===== src/rtl/alu_ctrl_pkg.sv =====
// Definitions shared by the ALU and its operand sequencer: opcodes, ALU mode
// encodings and the write-back flag bundle.
package alu_ctrl_pkg;

  typedef enum logic [1:0] {
    OP_ADD = 2'b00,
    OP_SUB = 2'b01,
    OP_LDI = 2'b10,
    OP_NOP = 2'b11
  } op_e;

  localparam logic ALU_MODE_ADD = 1'b0;
  localparam logic ALU_MODE_SUB = 1'b1;

  typedef struct packed {
    logic ovf;
    logic zero;
    logic neg;
  } flags_t;

  function automatic logic op_is_arith(input op_e op);
    return (op == OP_ADD) || (op == OP_SUB);
  endfunction

endpackage : alu_ctrl_pkg


===== src/rtl/alu_ctrl_regfile.sv =====
// Register file for alu_ctrl: three combinational read ports, one synchronous
// write port, r0 hardwired to zero.
module alu_ctrl_regfile #(
  parameter  int WORD_SIZE = 8,
  parameter  int NUM_REGS  = 8,
  localparam int REG_AW    = $clog2(NUM_REGS)
) (
  input  logic                 clk,
  input  logic                 rst,
  input  logic                 we_i,
  input  logic [REG_AW-1:0]    waddr_i,
  input  logic [WORD_SIZE-1:0] wdata_i,
  input  logic [REG_AW-1:0]    rs1_addr_i,
  output logic [WORD_SIZE-1:0] rs1_data_o,
  input  logic [REG_AW-1:0]    rs2_addr_i,
  output logic [WORD_SIZE-1:0] rs2_data_o,
  input  logic [REG_AW-1:0]    dbg_addr_i,
  output logic [WORD_SIZE-1:0] dbg_data_o
);

  logic [WORD_SIZE-1:0] mem_q [NUM_REGS];

  // NOTE: register files are normally left unreset; here every register must
  // read zero after reset, so the whole array is cleared synchronously.
  always_ff @(posedge clk) begin
    if (rst) begin
      for (int i = 0; i < NUM_REGS; i++) begin
        mem_q[i] <= '0;
      end
    end else if (we_i && (waddr_i != '0)) begin
      mem_q[waddr_i] <= wdata_i;
    end
  end

  // r0 is forced to zero on every read port regardless of array contents.
  assign rs1_data_o = (rs1_addr_i == '0) ? '0 : mem_q[rs1_addr_i];
  assign rs2_data_o = (rs2_addr_i == '0) ? '0 : mem_q[rs2_addr_i];
  assign dbg_data_o = (dbg_addr_i == '0) ? '0 : mem_q[dbg_addr_i];

endmodule : alu_ctrl_regfile


===== src/rtl/alu_ctrl.sv =====
// Operand sequencer and write-back stage around an external ALU: accepts one
// instruction per three cycles, feeds the ALU, writes back and keeps flags.
module alu_ctrl
  import alu_ctrl_pkg::*;
#(
  parameter  int WORD_SIZE = 8,
  parameter  int NUM_REGS  = 8,
  localparam int REG_AW    = $clog2(NUM_REGS)
) (
  input  logic                 clk,
  input  logic                 rst,
  input  logic                 instr_valid,
  output logic                 instr_ready,
  input  logic [1:0]           instr_op,
  input  logic [REG_AW-1:0]    instr_rd,
  input  logic [REG_AW-1:0]    instr_rs1,
  input  logic [REG_AW-1:0]    instr_rs2,
  input  logic [WORD_SIZE-1:0] instr_imm,
  output logic [WORD_SIZE-1:0] alu_a,
  output logic [WORD_SIZE-1:0] alu_b,
  output logic                 alu_mode,
  input  logic [WORD_SIZE-1:0] alu_c,
  input  logic                 alu_ovf,
  output logic                 done,
  output logic                 flag_ovf,
  output logic                 flag_zero,
  output logic                 flag_neg,
  output logic                 sticky_ovf,
  input  logic                 clear_sticky,
  input  logic [REG_AW-1:0]    dbg_addr,
  output logic [WORD_SIZE-1:0] dbg_data
);

  typedef enum logic [1:0] {
    ST_IDLE = 2'd0,
    ST_EXEC = 2'd1,
    ST_WB   = 2'd2
  } state_e;

  state_e               state_q;
  op_e                  op_q;
  logic [REG_AW-1:0]    rd_q;
  logic [WORD_SIZE-1:0] imm_q;
  logic [WORD_SIZE-1:0] opa_q;
  logic [WORD_SIZE-1:0] opb_q;
  logic                 done_q;
  flags_t               flags_q, flags_d;
  logic                 sticky_q, sticky_d;

  logic                 exec;
  logic                 is_arith;
  logic                 rf_we;
  logic [WORD_SIZE-1:0] wb_value;
  logic [WORD_SIZE-1:0] rs1_data;
  logic [WORD_SIZE-1:0] rs2_data;

  alu_ctrl_regfile #(
    .WORD_SIZE (WORD_SIZE),
    .NUM_REGS  (NUM_REGS)
  ) u_regfile (
    .clk        (clk),
    .rst        (rst),
    .we_i       (rf_we),
    .waddr_i    (rd_q),
    .wdata_i    (wb_value),
    .rs1_addr_i (instr_rs1),
    .rs1_data_o (rs1_data),
    .rs2_addr_i (instr_rs2),
    .rs2_data_o (rs2_data),
    .dbg_addr_i (dbg_addr),
    .dbg_data_o (dbg_data)
  );

  // NOTE: every signal assigned here gets a default first, so no path can
  // leave a value unassigned and infer a latch.
  always_comb begin
    exec     = (state_q == ST_EXEC);
    is_arith = op_is_arith(op_q);
    wb_value = (op_q == OP_LDI) ? imm_q : alu_c;
    rf_we    = exec && (op_q != OP_NOP);

    flags_d = flags_q;
    if (rf_we) begin
      flags_d.ovf  = is_arith && alu_ovf;
      flags_d.zero = (wb_value == '0);
      flags_d.neg  = wb_value[WORD_SIZE-1];
    end

    // Set beats clear when both land on the same edge.
    sticky_d = sticky_q;
    if (clear_sticky) begin
      sticky_d = 1'b0;
    end
    if (exec && is_arith && alu_ovf) begin
      sticky_d = 1'b1;
    end
  end

  // NOTE: state is updated with non-blocking assignments so every register
  // samples the pre-edge values, independent of statement order.
  always_ff @(posedge clk) begin
    if (rst) begin
      state_q  <= ST_IDLE;
      op_q     <= OP_ADD;
      rd_q     <= '0;
      imm_q    <= '0;
      opa_q    <= '0;
      opb_q    <= '0;
      done_q   <= 1'b0;
      flags_q  <= '0;
      sticky_q <= 1'b0;
    end else begin
      done_q   <= 1'b0;
      flags_q  <= flags_d;
      sticky_q <= sticky_d;
      unique case (state_q)
        ST_IDLE: begin
          if (instr_valid) begin
            op_q    <= op_e'(instr_op);
            rd_q    <= instr_rd;
            imm_q   <= instr_imm;
            opa_q   <= rs1_data;
            opb_q   <= rs2_data;
            state_q <= ST_EXEC;
          end
        end
        ST_EXEC: begin
          done_q  <= 1'b1;
          state_q <= ST_WB;
        end
        ST_WB: begin
          state_q <= ST_IDLE;
        end
        default: begin
          state_q <= ST_IDLE;
        end
      endcase
    end
  end

  // Operand registers only change on accept, so the ALU inputs hold between
  // instructions.
  assign alu_a       = opa_q;
  assign alu_b       = opb_q;
  assign alu_mode    = (exec && (op_q == OP_SUB)) ? ALU_MODE_SUB : ALU_MODE_ADD;
  assign instr_ready = (state_q == ST_IDLE) && !rst;
  assign done        = done_q;
  assign flag_ovf    = flags_q.ovf;
  assign flag_zero   = flags_q.zero;
  assign flag_neg    = flags_q.neg;
  assign sticky_ovf  = sticky_q;

endmodule : alu_ctrl


===== config.mk =====
export PLATFORM = sky130hd
export DESIGN_NAME = alu_ctrl
export DESIGN_NICKNAME = d
export VERILOG_FILES = /design/src/rtl/alu_ctrl_pkg.sv /design/src/rtl/alu_ctrl_regfile.sv /design/src/rtl/alu_ctrl.sv
export SDC_FILE = /design/constraint.sdc
export NUM_CORES = 1
export LEC_CHECK = 0
export CAP_MARGIN = 20
export CORE_MARGIN = 8
export CORE_UTILIZATION = 45
export CTS_BUF_LIST = sky130_fd_sc_hd__clkbuf_4
export DETAILED_ROUTE_END_ITERATION = 6
export MAX_ROUTING_LAYER = met4
export PLACE_DENSITY = 0.71
export SYNTH_ARGS = -nofsm -noshare
export SYNTH_HDL_FRONTEND = slang
export SYNTH_SLANG_ARGS = --single-unit

===== constraint.sdc =====
create_clock -name clk -period 3.85 [get_ports clk]
set_clock_uncertainty 0.15 [all_clocks]
set_input_delay 0.5775 -clock clk [delete_from_list [all_inputs] [get_ports clk]]
set_output_delay 0.5775 -clock clk [all_outputs]
set_load 0.01 [all_outputs]

### Word-level counts from Yosys, hierarchy flattened

Memory sizes are Yosys's and may differ from the RTL's.
Cells that the tools add are included.

* eq/ne operators: 5
* muxes and demuxes: 18
* reduce and logical (&&, ||, !) cells: 19

Operator list (count)
* 8-bit two-way mux: 5
* 1-bit two-way mux: 10
* 3-bit zero test: 3
* 8-bit zero test: 1
* 8-bit OR reduction: 1
* 1-bit logical AND: 7
* 2-bit by 1-bit == test with 1-bit output, second input constant: 2
* 2-bit zero test: 2
* 2-bit inequality test, second input constant: 2
* 2-bit case mux with 2 select lines: 1
* 3-bit two-way mux: 1
* 3-bit nonzero test: 1
* 2-bit == test, second input constant: 1
* 2-bit two-way mux: 1
* 2-bit AND reduction: 1
* 2-bit nonzero test: 1
* 1-bit zero test: 1
* 1-bit logical OR: 1

* register bits after elaboration: 36
* bits in writable memories: 64
* input bits: 35
* output and inout port bits: 31
* logic and storage cells: 54
* memories: 1

Memories
* u_regfile.mem_q: words 8, bits a word 8, read ports 3, clocked after Yosys merged registers in 0, wr ports 8, line alu_ctrl_regfile.sv:21 `logic [WORD_SIZE-1:0] mem_q [NUM_REGS];`

### Depth between registers and ports, before layout

Gate-level depths: netlist of run 1.

* word-level depth: 8
* depth in mapped cells: 6
* depth with buffers taken out: 4

### Modules after synthesis

A second synthesis of run 1 with hierarchy kept.

* cells, all modules: 470
* area, all modules: 5166.2 µm²

By module, submodules not included
* alu_ctrl_regfile: instances 1, cells an instance 298, area an instance 3732.3 µm², seq. area each 1681.6 µm²
* alu_ctrl: instances 1, cells an instance 172, area an instance 1433.9 µm², seq. area each 720.7 µm²

### Worst setup path after synthesis of run 1

No wires, ideal clock.

* kind: input port to output port
* from: input dbg_addr[0]
* to: output dbg_data[6]
* data arrival time: 1615 ps
* data required time: 3122 ps
* setup slack: 1507 ps
* stages: 5
* path buffers: 2
* cell sequence: buf_4 buf_4 mux4_2 nor2_1 a221oi_1

* word-level cells in the longest chain between the ends: 2
* elaborated cells on any way between the ends: 3
* classes of those cells: mux: 1; reduce/logical: 1; memory: 1

Ends and longest elaborated chain
* start, declared: line alu_ctrl.sv:30 `input logic [REG_AW-1:0] dbg_addr,`
* memory read 8 x 8 bit / 3-bit zero test (equally long branches)
* 8-bit two-way mux *: line alu_ctrl_regfile.sv:38 `assign dbg_data_o = (dbg_addr_i == '0) ? '0 : mem_q[dbg_addr_i];`
* end, declared: line alu_ctrl.sv:31 `output logic [WORD_SIZE-1:0] dbg_data`

Mark *: on every way between the ends. The rest lies on a longest branch, timed or not.

### Worst setup path after layout of run 1

* from: input dbg_addr[2]
* to: output dbg_data[3]

The elaborated chain is that of the path after synthesis.

==> results.md, run 1 <==
- Register area share after synthesis: 50.6%
- Port bufs: 65
- Ys async rst share: 0%
- Clock buffer count from CTS: 9
- Placer Congestion: between 0.9 and 1
- Post-CTS Resized: 0
- Post-CTS Setup Repair Bufs: 0
- Post-Syn Area: 5220 um2
- Antenna-violating nets left: 0
- Reg2reg start: state_q[1]
- Final setup TNS: 0 ps
- Initial antenna violation count: 0
- Unrepaired setup endpoints after global routing: false
- Core Region: ~11,000 um2
- Drt wl/cell: 20.9 um
- Worst slew margin: 32.9%
- Post-DP HPWL: 11.1 mm
- First-pass GRT wire length: 21.7 mm
- # rows: 39
- Final Power: 2.20 mW
- Total die area: 15,300 um2
- Fin util: ~54%
- Post-synth EDFFs: 64
- Area Overhead vs Synth: 16.7%
- Clk_lat worst skew: approximately 460 ps
- Critical Path AT: 2720 ps
- Final wirelength: approximately 15 mm
- CP endpoint kind: output pin
- Minimum clock period: 3450 ps
- Reg2Reg Setup Slack: approximately 1400 ps
- Critical path type: in2out
- DRT Pass-1 Iters: 5
- Status: complete, no violations
- Most frequent cells in the layout: nor2_1, clkdlybuf4s50_1, edfxtp_1
- H-tree Lvls: 3
- Max-cap viol count: 0
- Vias per cell: about 5.9
- Commonest non-fill, non-tap cell in the layout: nor2_1
- Crit path max-delay family: buffers and inverters
- Drt drc: 0
- Root Driver: clkbuf_4
- Crit path cell chain: clkdlybuf4s50_1 > inv_1 > a21oi_1 > a221oi_1 > clkdlybuf4s50_1
- Static leakage: 2.33 nW
- Io pins: 66
- Worst path bufs/invs: 3
- Nets: a little under 600
- Pins Over Slew Limit: 0
- Initial core utilization: between 40% and 50%
- Crit. Startpoint: dbg_addr[2]
- Synth cell types: 45
- Die width: 124 um
- Vias in the first global route: 3,951
- Req. time, crit path: around 3100 ps
- Most frequent CP cell: clkdlybuf4s50_1
- Mean Syn Cell Area: 10.6 um2
- Warnings from Yosys: 0
- CTS Buffer Depth: 2
- Final period util: 89.6%
- Least-Margin Pin Slew: 979 ps
- Placed instance count: 683
- CTS tree: yes
- N_diodes: 0
- Startpoint Class: input pin
- Max VDD drop: 0.202 mV
- Peak Freq: 290 MHz
- Layout Cells excl Fill: 699
- PnR worst setup slack: 400 ps
- Setup crit end: dbg_data[3]
- Synth Instances: just under 500
- Overflow after GRT: 0
- Ratio of cells with drive above 1 in the final layout: 9.35%
- Final Setup Violations: 0
- DR iter-0 viols: around 320
- Hold Buf Count CTS: 0
- Clock slew at reported path FFs: 160 ps
- Critical path depth: 5
- PwrDens: 361 nW/um2
- CTS sink cnt: 100
- Final Hold Viols: 0
- Reg2reg end: u_regfile.mem_q[4][7]
- Slowest stage delay, CP: around 740 ps
- Worst Hold Class: reg2reg
- Max Fanout on Critical Path: 14
- Vias: 4,114
- Top FF cell, synth: edfxtp_1
- Die Y: 124 um
- Largest net degree at the start of global routing: 30
- Max stage delay cell, worst path: clkdlybuf4s50_1
- Flip-flop and latch count after synthesis: 100
- Total GRT Usage: 19.5%
- FF-to-FF path depth: 4
- Post-Place Setup Slack: around 430 ps
-- cell families after synthesis --
family                 after synthesis  synth area share (%)
AND/OR/NAND/NOR                    200                  18.2
flip-flops                         100                  50.6
AO/OA/AOI/OAI                       84                  10.3
multiplexers                        72                  17.0
buffers and inverters               35                  3.88
other                                1                0.0718
-- worst reg2reg max path: stages (launching register included) --
cell and delay, ps:
dfxtp_1 370, nand2b_4 170, a21oi_2 420, nand4b_2 440, nand2b_1 540
-- power by group --
part / leakage (nW) / total [mW] / internal (mW) / switching [mW]
Combinational: 1.30 / 0.379 / 0.178 / 0.201
Clock: 0.0798 / 0.576 / 0.213 / 0.362
Sequential: 0.954 / 1.24 / 1.19 / 0.0488
-- registers in the layout, indices dropped and copies added, names as in the netlist, 2 cells and up --
register	count
op_q	2
alu_b	8
alu_a	8
u_regfile.mem_q	64
rd_q	3
imm_q	8
state_q	2
-- cells in the mapped netlist, drive strengths merged (12+ instances only) --
cell    count  share of area (%)
buf        15                2.4
mux2i      58                 11
nand2b     15                2.0
edfxtp     64                 37
nor2       90                6.5
o22ai      14                1.7
a21oi      27                2.7
o21ai      16                1.5
dfxtp      36                 14
nand2      47                3.4
nor3       21                2.0
clkbuf     19                1.4
mux4       12                5.3
-- cell type report --
cell class / count / area (um2)
Fill cell: 1007 / 5280
Clock inverter: 6 / 70.1
Timing Repair Buffer: 75 / 721
Clock buffer: 10 / 75.1
Multi-Input combinational cell: 364 / 2400
Tap cell: 143 / 179
Inverter: 1 / 3.75
Sequential cell: 100 / 2640
-- worst min-delay path by stage --
stage                    from   endpoint  slack (ps)  cells after the start
floorplan            imm_q[3]   imm_q[3]         290                      2
global placement     imm_q[3]   imm_q[3]         290                      2
detailed placement   imm_q[3]   imm_q[3]         300                      2
CTS                  imm_q[3]   imm_q[3]         320                      2
global route        flag_zero  flag_zero         350                      2
finish               imm_q[3]   imm_q[3]         320                      2
-- layer usage --
layer / part of all wire, % / GRT usage [%]
met4: 3.2 / 8.73
met5: 0 / -
met1: 42 / 24.0
met2: 50 / 32.0
met3: 5.3 / 1.90
-- through the flow --
stage | instance area (um2) | hold WS (ps)
after floorplan | 5250 | 286
after global placement | 5950 | 292
after detailed placement | 5950 | 298
after CTS | 6090 | 318
after global routing | 6090 | 354
final | 6090 | 318
No activity file was read; power rests on OpenSTA's default activity.
==> run 2, diff against run 1 <==
--- a/config.mk
+++ b/config.mk
@@ -6,7 +6,7 @@
 export NUM_CORES = 1
 export LEC_CHECK = 0
 export CAP_MARGIN = 20
-export CORE_MARGIN = 8
+export CORE_MARGIN = 3
 export CORE_UTILIZATION = 45
 export CTS_BUF_LIST = sky130_fd_sc_hd__clkbuf_4
 export DETAILED_ROUTE_END_ITERATION = 6
==> constraint.sdc (replaced) <==
create_clock -name clk -period 4.5 [get_ports clk]
set_clock_uncertainty 0.15 [all_clocks]
set_input_delay 0.675 -clock clk [delete_from_list [all_inputs] [get_ports clk]]
set_output_delay 0.675 -clock clk [all_outputs]
set_load 0.01 [all_outputs]
==> run 2 against run 1 <==
- clock-buffer cell count decreased by 1
- die area decreased by 16%
- via count increased by 1.0%
- utilization increased by 1.6 points
- global-route usage increased by 4.5 points
- sequential power decreased by 15%
- register-to-register slack improved by 660 ps
- sequential share of layout area decreased by 0.12 points
- power decreased by 13%
- first-iteration DRC count increased by 15%
- combinational power decreased by 15%
- flip-flop and latch count unchanged
- critical path type unchanged
- highest routed layer unchanged
==> results.md, run 2 (same netlist as run 1, synthesis figures left out) <==
- Least-Margin Pin Slew: 820 ps
- Root Driver: clkbuf_4
- Post-DP HPWL: 11.1 mm
- Core Region: 11,100 um2
- CP endpoint kind: output pin
- Post-CTS Setup Repair Bufs: 0
- Final wirelength: 14.8 mm
- Drt wl/cell: around 21 um
- Max VDD drop: 0.126 mV
- CTS tree: yes
- Area Overhead vs Synth: 17.0%
- Total die area: 12,900 um2
- Most frequent CP cell: clkdlybuf4s50_1
- Final Hold Viols: 0
- Static leakage: 2.34 nW
- Vias in the first global route: 4,087
- Layout Cells excl Fill: 697
- Crit. Startpoint: dbg_addr[1]
- Most frequent cells in the layout: nor2_1, clkdlybuf4s50_1, edfxtp_1
- Fin Hold WS: between 300 and 400 ps
- Nets: 587
- HP Start: imm_q[3]
- Slowest stage delay, CP: approximately 940 ps
- Total GRT Usage: between 20% and 30%
- Die Y: 114 um
- First-pass GRT wire length: 22.9 mm
- Final period util: approximately 87%
- Die width: 114 um
- Drt drc: 0
- Overflow after GRT: 0
- Final setup TNS: 0 ps
- H-tree Lvls: 3
- PwrDens: 313 nW/um2
- Clock buffer count from CTS: 9
- Max stage delay cell, worst path: clkdlybuf4s50_1
- Critical path type: in2out
- Largest Register: u_regfile.mem_q
- Vias: 4,155
- Final Setup Violations: 0
- CTS Buffer Depth: 2
- Max-cap viol count: 0
- CTS sink cnt: 100
- Req. time, crit path: between 3000 and 4000 ps
- Ratio of cells with drive above 1 in the final layout: 9.52%
- Port bufs: 65
- Clock slew at reported path FFs: ~170 ps
- Placed instance count: 681
- Startpoint Class: input pin
- Initial antenna violation count: 0
- Critical Path AT: 3100 ps
- Worst slew margin: 43.7%
- N_diodes: 0
- Max Fanout on Critical Path: 16
- Hold Buf Count CTS: 0
- Antenna-violating nets left: 0
- Pins Over Slew Limit: 0
- Largest register FFs: 64
- Minimum clock period: 3920 ps
- Peak Freq: ~260 MHz
- DR iter-0 viols: 362
- Worst Hold Class: reg2reg
- # rows: 38
- Io pins: 66
- Initial core utilization: between 40% and 50%
- Unrepaired setup endpoints after global routing: false
- Largest net degree at the start of global routing: 33
- Status: complete, no violations
- Clk_lat worst skew: 470 ps
- Placer Congestion: 0.913
- Post-CTS Resized: 0
- Vias per cell: between 5 and 6
- Commonest non-fill, non-tap cell in the layout: nor2_1
- Reg2reg start: state_q[0]
- Crit path cell chain: clkdlybuf4s50_1 > buf_4 > mux2i_1 > nand2_1 > o21ai_0 > a221oi_1 > clkdlybuf4s50_1
- DRT Pass-1 Iters: 5
-- run 2: changes by cell type in the layout (fill, tap and decap cells not counted) --
cell / delta
inv_8: +1
buf_4: +1
clkbuf_4: -1
clkinv_8: +1
clkinvlp_4: -1
-- run 2: worst paths after layout --
kind / to / slack (ps) / cells after the start
setup / recovery: dbg_data[2] / 580 / 7
hold / removal: imm_q[3] / 320 / 2
setup reg to reg: u_regfile.mem_q[4][4] / 2060 / 4
hold reg to reg: imm_q[3] / 320 / 2
-- run 2: stage by stage --
stage / utilization, % / area, um2 / total power, mW / worst slack, ps
floorplan: - / 5250 / 1.27 / 1960
global placement: 53.7 / 5950 / 1.40 / 663
detailed placement: 53.7 / 5950 / 1.41 / 649
CTS: 55.2 / 6110 / 1.92 / 642
global route: 55.2 / 6110 / 1.99 / 482
finish: 55.2 / 6110 / 1.91 / 579
-- run 2: worst max-delay path: cells and delay by family --
family                 cells  cell delay, ps
and+or+nand+nor            1              70
AOI/OAI and AO/OA          2             430
buffers and inverters      3            1830
muxes                      1              80
-- run 2: area by class of cell --
| cell class | count | area, um2 |
|---|---|---|
| inverters | 1 | 3.75 |
| clock inverters | 7 | 90.1 |
| fillers | 1011 | 4970 |
| well taps | 140 | 175 |
| flip-flops and latches | 100 | 2640 |
| clock buffers | 9 | 67.6 |
| multi-input cells | 364 | 2400 |
| repair buffers | 76 | 728 |
-- run 2: where the power goes --
group | switching, mW | internal [mW]
sequential | 0.0419 | 1.02
combinational | 0.171 | 0.153
clock | 0.339 | 0.185
-- run 2: per-layer routing --
layer  vias up  routed length [um]  part of all wire, %  global-route usage [%]
met1      2053                6090                   41                    30.2
met3        30                 869                  5.9                    3.71
met5         -                   0                    0                       -
li1       1926                   -                    -                       -
met4         0                 412                  2.8                    7.53
met2       146                7420                   50                    39.9
